### config.mk
export PLATFORM = sky130hd
export DESIGN_NAME = vga_timing_gen
export DESIGN_NICKNAME = d
export VERILOG_FILES = /design/src/rtl/vga_timing_gen.sv
export SDC_FILE = /design/constraint.sdc
export NUM_CORES = 1
export LEC_CHECK = 0
export ABC_CLOCK_PERIOD_IN_PS = 5700
export CAP_MARGIN = 20
export CORE_MARGIN = 3
export CORE_UTILIZATION = 45
export DETAILED_ROUTE_END_ITERATION = 10
export DONT_BUFFER_PORTS = 1
export GPL_TIMING_DRIVEN = 1
export SLEW_MARGIN = 20
export SYNTH_ARGS = -nofsm -noshare
export SYNTH_HDL_FRONTEND = slang
export SYNTH_SLANG_ARGS = --single-unit
### constraint.sdc
create_clock -name clk -period 5.7 [get_ports clk]
set_clock_uncertainty 0.15 [all_clocks]
set_input_delay 1.425 -clock clk [delete_from_list [all_inputs] [get_ports clk]]
set_output_delay 1.425 -clock clk [all_outputs]
set_load 0.005 [all_outputs]
### src/rtl/vga_timing_gen.sv
// vga_timing_gen: VGA pixel-timing generator driven by the PLL pixel clock.
// It free-runs horizontal and vertical counters while the (synchronized) PLL
// lock is present, and holds everything in the idle/reset state otherwise.
//
// Ports
//   clk         pixel clock from PLL clkout0
//   reset_n     asynchronous active-low reset
//   pll_locked  PLL lock, asynchronous to clk, active high
//   h_pos       horizontal count, 0..H_TOTAL-1
//   v_pos       vertical count, 0..V_TOTAL-1
//   de          data enable (visible region)
//   hsync       horizontal sync, at H_SYNC_POL while active
//   vsync       vertical sync, at V_SYNC_POL while active
//   line_start  one-cycle pulse on h_pos==0
//   frame_start one-cycle pulse on h_pos==0 && v_pos==0
module vga_timing_gen #(
  parameter int H_ACTIVE   = 640,
  parameter int H_FP       = 16,
  parameter int H_SYNC     = 96,
  parameter int H_BP       = 48,
  parameter int V_ACTIVE   = 480,
  parameter int V_FP       = 10,
  parameter int V_SYNC     = 2,
  parameter int V_BP       = 33,
  parameter bit H_SYNC_POL = 1'b0,
  parameter bit V_SYNC_POL = 1'b0,
  parameter int CW         = 10
) (
  input  logic          clk,
  input  logic          reset_n,
  input  logic          pll_locked,
  output logic [CW-1:0] h_pos,
  output logic [CW-1:0] v_pos,
  output logic          de,
  output logic          hsync,
  output logic          vsync,
  output logic          line_start,
  output logic          frame_start
);

  localparam int H_TOTAL = H_ACTIVE + H_FP + H_SYNC + H_BP;
  localparam int V_TOTAL = V_ACTIVE + V_FP + V_SYNC + V_BP;

  // Sized constants so every compare is CW bits wide.
  localparam logic [CW-1:0] H_LAST  = CW'(H_TOTAL - 1);
  localparam logic [CW-1:0] V_LAST  = CW'(V_TOTAL - 1);
  localparam logic [CW-1:0] H_VIS   = CW'(H_ACTIVE);
  localparam logic [CW-1:0] V_VIS   = CW'(V_ACTIVE);
  localparam logic [CW-1:0] HS_BEG  = CW'(H_ACTIVE + H_FP);
  localparam logic [CW-1:0] HS_END  = CW'(H_ACTIVE + H_FP + H_SYNC);
  localparam logic [CW-1:0] VS_BEG  = CW'(V_ACTIVE + V_FP);
  localparam logic [CW-1:0] VS_END  = CW'(V_ACTIVE + V_FP + V_SYNC);

  logic          lk1_q, lk2_q;
  logic [CW-1:0] h_cnt_q, h_cnt_d;
  logic [CW-1:0] v_cnt_q, v_cnt_d;
  logic          de_q, de_d;
  logic          hs_q, hs_d;
  logic          vs_q, vs_d;
  logic          ls_q, ls_d;
  logic          fs_q, fs_d;

  // Two-flop synchronizer for the asynchronous lock indicator.
  always_ff @(posedge clk or negedge reset_n) begin
    if (!reset_n) begin
      lk1_q <= 1'b0;
      lk2_q <= 1'b0;
    end else begin
      lk1_q <= pll_locked;
      lk2_q <= lk1_q;
    end
  end

  // Next-count and output decode. Outputs are decoded from the next counts so
  // the registered strobes/syncs line up with the registered positions.
  always_comb begin
    h_cnt_d = H_LAST;
    v_cnt_d = V_LAST;
    if (lk2_q) begin
      if (h_cnt_q == H_LAST) begin
        h_cnt_d = '0;
        v_cnt_d = (v_cnt_q == V_LAST) ? '0 : v_cnt_q + 1'b1;
      end else begin
        h_cnt_d = h_cnt_q + 1'b1;
        v_cnt_d = v_cnt_q;
      end
    end
    de_d = lk2_q && (h_cnt_d < H_VIS) && (v_cnt_d < V_VIS);
    hs_d = (lk2_q && (h_cnt_d >= HS_BEG) && (h_cnt_d < HS_END)) ? H_SYNC_POL : ~H_SYNC_POL;
    // v_cnt only moves when h wraps, so vsync changes on the h_pos==0 edge.
    vs_d = (lk2_q && (v_cnt_d >= VS_BEG) && (v_cnt_d < VS_END)) ? V_SYNC_POL : ~V_SYNC_POL;
    ls_d = lk2_q && (h_cnt_d == '0);
    fs_d = lk2_q && (h_cnt_d == '0) && (v_cnt_d == '0);
  end

  always_ff @(posedge clk or negedge reset_n) begin
    if (!reset_n) begin
      h_cnt_q <= H_LAST;
      v_cnt_q <= V_LAST;
      de_q    <= 1'b0;
      hs_q    <= ~H_SYNC_POL;
      vs_q    <= ~V_SYNC_POL;
      ls_q    <= 1'b0;
      fs_q    <= 1'b0;
    end else begin
      h_cnt_q <= h_cnt_d;
      v_cnt_q <= v_cnt_d;
      de_q    <= de_d;
      hs_q    <= hs_d;
      vs_q    <= vs_d;
      ls_q    <= ls_d;
      fs_q    <= fs_d;
    end
  end

  assign h_pos       = h_cnt_q;
  assign v_pos       = v_cnt_q;
  assign de          = de_q;
  assign hsync       = hs_q;
  assign vsync       = vs_q;
  assign line_start  = ls_q;
  assign frame_start = fs_q;

endmodule
==> results.md <==
- Grt ovf: 0
- Gate Count Post-Synth: about 180
- IO Pins: 28
- Number of sinks on the clock net: 27
- DRC errors left: 0
- Buf/Inv on CP: 0
- Post-synth net total: ~180
- Avg Vias per Cell: ~6.3
- Number of hold-slack violations in the final timing report: 0
- TritonCTS clock tree: built
- Vertical die dimension: between 60 and 70 µm
- Layout cell share with drive strength beyond 1: between 10% and 20%
- Row cnt: 21
- Maximum number of buffers from clock root to sink: 2
- Normalized max-slew margin: 40.8%
- Most used flip-flop cell after synthesis: dfrtp_1
- Busiest layer in global routing: met2
- Count of cells resized by post-cts repair: 0
- Max Cap Violations: 0
- Leakage power total: ~0.67 nW
- Pin count of the biggest net entering global routing: 28
- Finished Core Util: between 40% and 50%
- Initial standard-cell utilization of the core: 47.9%
- Library cell occupying the most area in the post-synthesis netlist: dfrtp_1
- Root cell of the clock tree: clkbuf_8
- Die area: 4430 µm²
- Max stage delay cell, worst path: nor3_2
- Via count of the first global-routing pass: about 1.2k
- Final period utilization: roughly 60%
- Routed via count: approximately 1.4k
- Worst Max-Slew Pin Slew: between 0.8 and 0.9 ns
- Upper clock frequency limit: about 290 MHz
- Final setup fails: 0
- Data arrival time of the critical path: 3.39 ns
- Synthesis-to-finish area growth: 2.58%
- Skew-Pair Late Insertion Delay: 0.26 ns
- Count of routing violations after the opening detailed-route iteration: 111
- GR Util met2: between 20% and 30%
- Max-slew violation count: 0
- Number of iterations in the first detailed-routing pass: 4
- Average instance area after synthesis: between 9 and 10 µm²
- Final-stage net count: 178
- Fraction of registers with async set/reset: 100%
- Power per cell area: 449 nW/µm²
- Type of the tightest min-delay check: register to register
- Required @ worst endpoint: around 5.7 ns
- Wire length of the first global-routing pass: 6030 µm
- Top post-synthesis cells by area: dfrtp_1 (23%), dfstp_2 (19%), xor2_1 (5.8%)
- Critical path capture point type: register
- Routed wire per std cell: 16.3 µm
- Number of library cell types mapped by synthesis: 48
- Setup TNS: 0 ns
- Total length of routed wires: 3530 µm
- Met3 capacity usage during global routing: roughly 5.4%
- Met1 layer usage reported by global route: 24.6%
- Number of warning messages in the yosys log: 0
- Area of the core region: 3440 µm²
- Crit Path Category: register to register
- Result of the run: finished, final reports clean
- Crit path max fanout: 15
- Startpoint type of the worst setup path: register
- Overall track demand over capacity in global routing: between 15 and 20%
- Total inserted antenna cells: 0
- Setup bufs post-CTS: 0
- Worst-case vdd ir drop: 0.000190 V
- Horiz. Die Dim: ~67 µm
- H-tree levels: 1
- GP Congestion: 0.877
- Final period demand of the worst path: between 3 and 4 ns
- Clock slew seen by the registers of the worst setup and hold paths: 0.09 ns
- Quantity of I/O buffers inserted on ports: 0
- Netlist Area Pre-Place: ~1600 µm²
- Maximum single-stage delay on the critical path: ~0.75 ns
- Placed wire-length estimate: ~2600 µm
- Number of antenna violations at the first check in global routing: 0
- Fraction of synthesized cell area taken by the top area cell type: ~23%
- Cells along the critical path: ha_1 > nand4_1 > nor3_2 > o32ai_1 > a2111oi_2 > o2111ai_1 > nor4b_1
- Post-CTS Hold Fix Bufs: 0
- Setup repair after global routing missed its margin: no
- Number of synthesized register bits: 27
- Top Family by Delay on Critical Path: simple AND/OR/NAND/NOR gates
- Number of nets with antenna violations after routing: 0
- Number of synthesized flops with an enable pin: 0
- Part of the Yosys area used for sequential elements: between 40% and 50%
- TritonCTS Buffers: 3
-- Yosys cell counts, types with 2 or more instances --
library cell  count
nand2_1          19
dfrtp_1          15
dfstp_2          12
xor2_1           11
nor2_1           10
nand3_1           9
nand4_1           9
o21ai_0           9
nor4_1            8
a21oi_1           6
clkbuf_1          5
inv_1             5
buf_2             4
nand2b_1          4
and3_1            3
ha_1              3
nor3b_1           3
or3_1             3
xnor2_1           3
a211oi_1          2
a21o_1            2
and4_1            2
buf_6             2
nor3_1            2
o22a_1            2
o31ai_1           2
or2_2             2
-- cell usage in the layout (no fill, tap or decap), drive strengths merged, types with 3 or more instances in the layout --
cell type   n
nand2      19
dfrtp      15
dfstp      12
xor2       11
nor2       10
o21ai      10
nand4       9
nand3       9
nor4        8
a21oi       7
inv         5
nand2b      4
or3         4
and3        3
xnor2       3
nor3b       3
ha          3
clkbuf      3
or2         3
and4        3
nor3        3
-- kinds of logic (layout without fill, tap and decap cells) --
| family | Yosys count | in the layout | synth area share, % |
|---|---|---|---|
| adders and majority gates | 3 | 3 | 2.28 |
| buffers and inverters | 16 | 9 | 4.86 |
| AOI/OAI and AO/OA | 35 | 35 | 15.3 |
| xor gates and xnor gates | 14 | 14 | 7.44 |
| DFF | 27 | 27 | 41.9 |
| and+or+nand+nor | 83 | 83 | 28.2 |
-- metal layers --
metal	up-vias	share of wire [%]
met5	-	0
met4	0	0.65
met3	2	8.4
met2	70	44
met1	654	47
li1	639	-
-- flip-flops by register name (all words and copies together), names as in the netlist --
signal       count
v_pos           10
frame_start      1
h_pos           10
line_start       1
vsync            1
lk2_q            1
de               1
lk1_q            1
hsync            1
-- stage by stage --
step | total power [mW] | cell area [µm²] | worst slack (ns) | hold WS (ns) | instances
after global routing | 0.826 | 1690 | 1.88 | 0.223 | 217
after detailed placement | 0.656 | 1650 | 2.34 | 0.190 | 213
after floorplan | 0.629 | 1650 | 3.07 | 0.181 | 178
after global placement | 0.650 | 1650 | 2.57 | 0.187 | 213
final | 0.760 | 1690 | 2.31 | 0.206 | 217
after CTS | 0.763 | 1690 | 2.30 | 0.211 | 217
-- worst register-to-register path: cells and delay by family, from the launching register on --
| family | cells | cell delay [ns] |
|---|---|---|
| DFF | 1 | 0.65 |
| and+or+nand+nor | 3 | 1.39 |
| adders and majority gates | 1 | 0.31 |
| AOI/OAI and AO/OA | 3 | 0.78 |
-- final cells by class --
cell class | instances | area (µm²)
clock buffers | 3 | 41.3
clock inverters | 1 | 5.00
fillers | 326 | 1750
inverters | 5 | 18.8
multi-input cells | 135 | 878
flip-flops and latches | 27 | 691
well taps | 46 | 57.6
-- path summary, 6_finish.rpt --
kind | start | to | slack, ns | cells past startpoint
setup reg to reg | h_pos[1] | frame_start | 2.31 | 7
min in group asynchronous | reset_n | h_pos[6] | 0.69 | 0
setup / recovery | h_pos[1] | frame_start | 2.31 | 7
hold reg to reg | lk1_q | lk2_q | 0.21 | 0
hold / removal | lk1_q | lk2_q | 0.21 | 0
max in group asynchronous | reset_n | h_pos[3] | 4.53 | 0
-- power by group --
group	switching, mW	total (mW)	leakage [nW]	internal, mW
Sequential	0.0928	0.349	0.330	0.256
Combinational	0.178	0.308	0.317	0.130
Clock	0.0541	0.103	0.0255	0.0488
(Power assumes the default switching activity.)
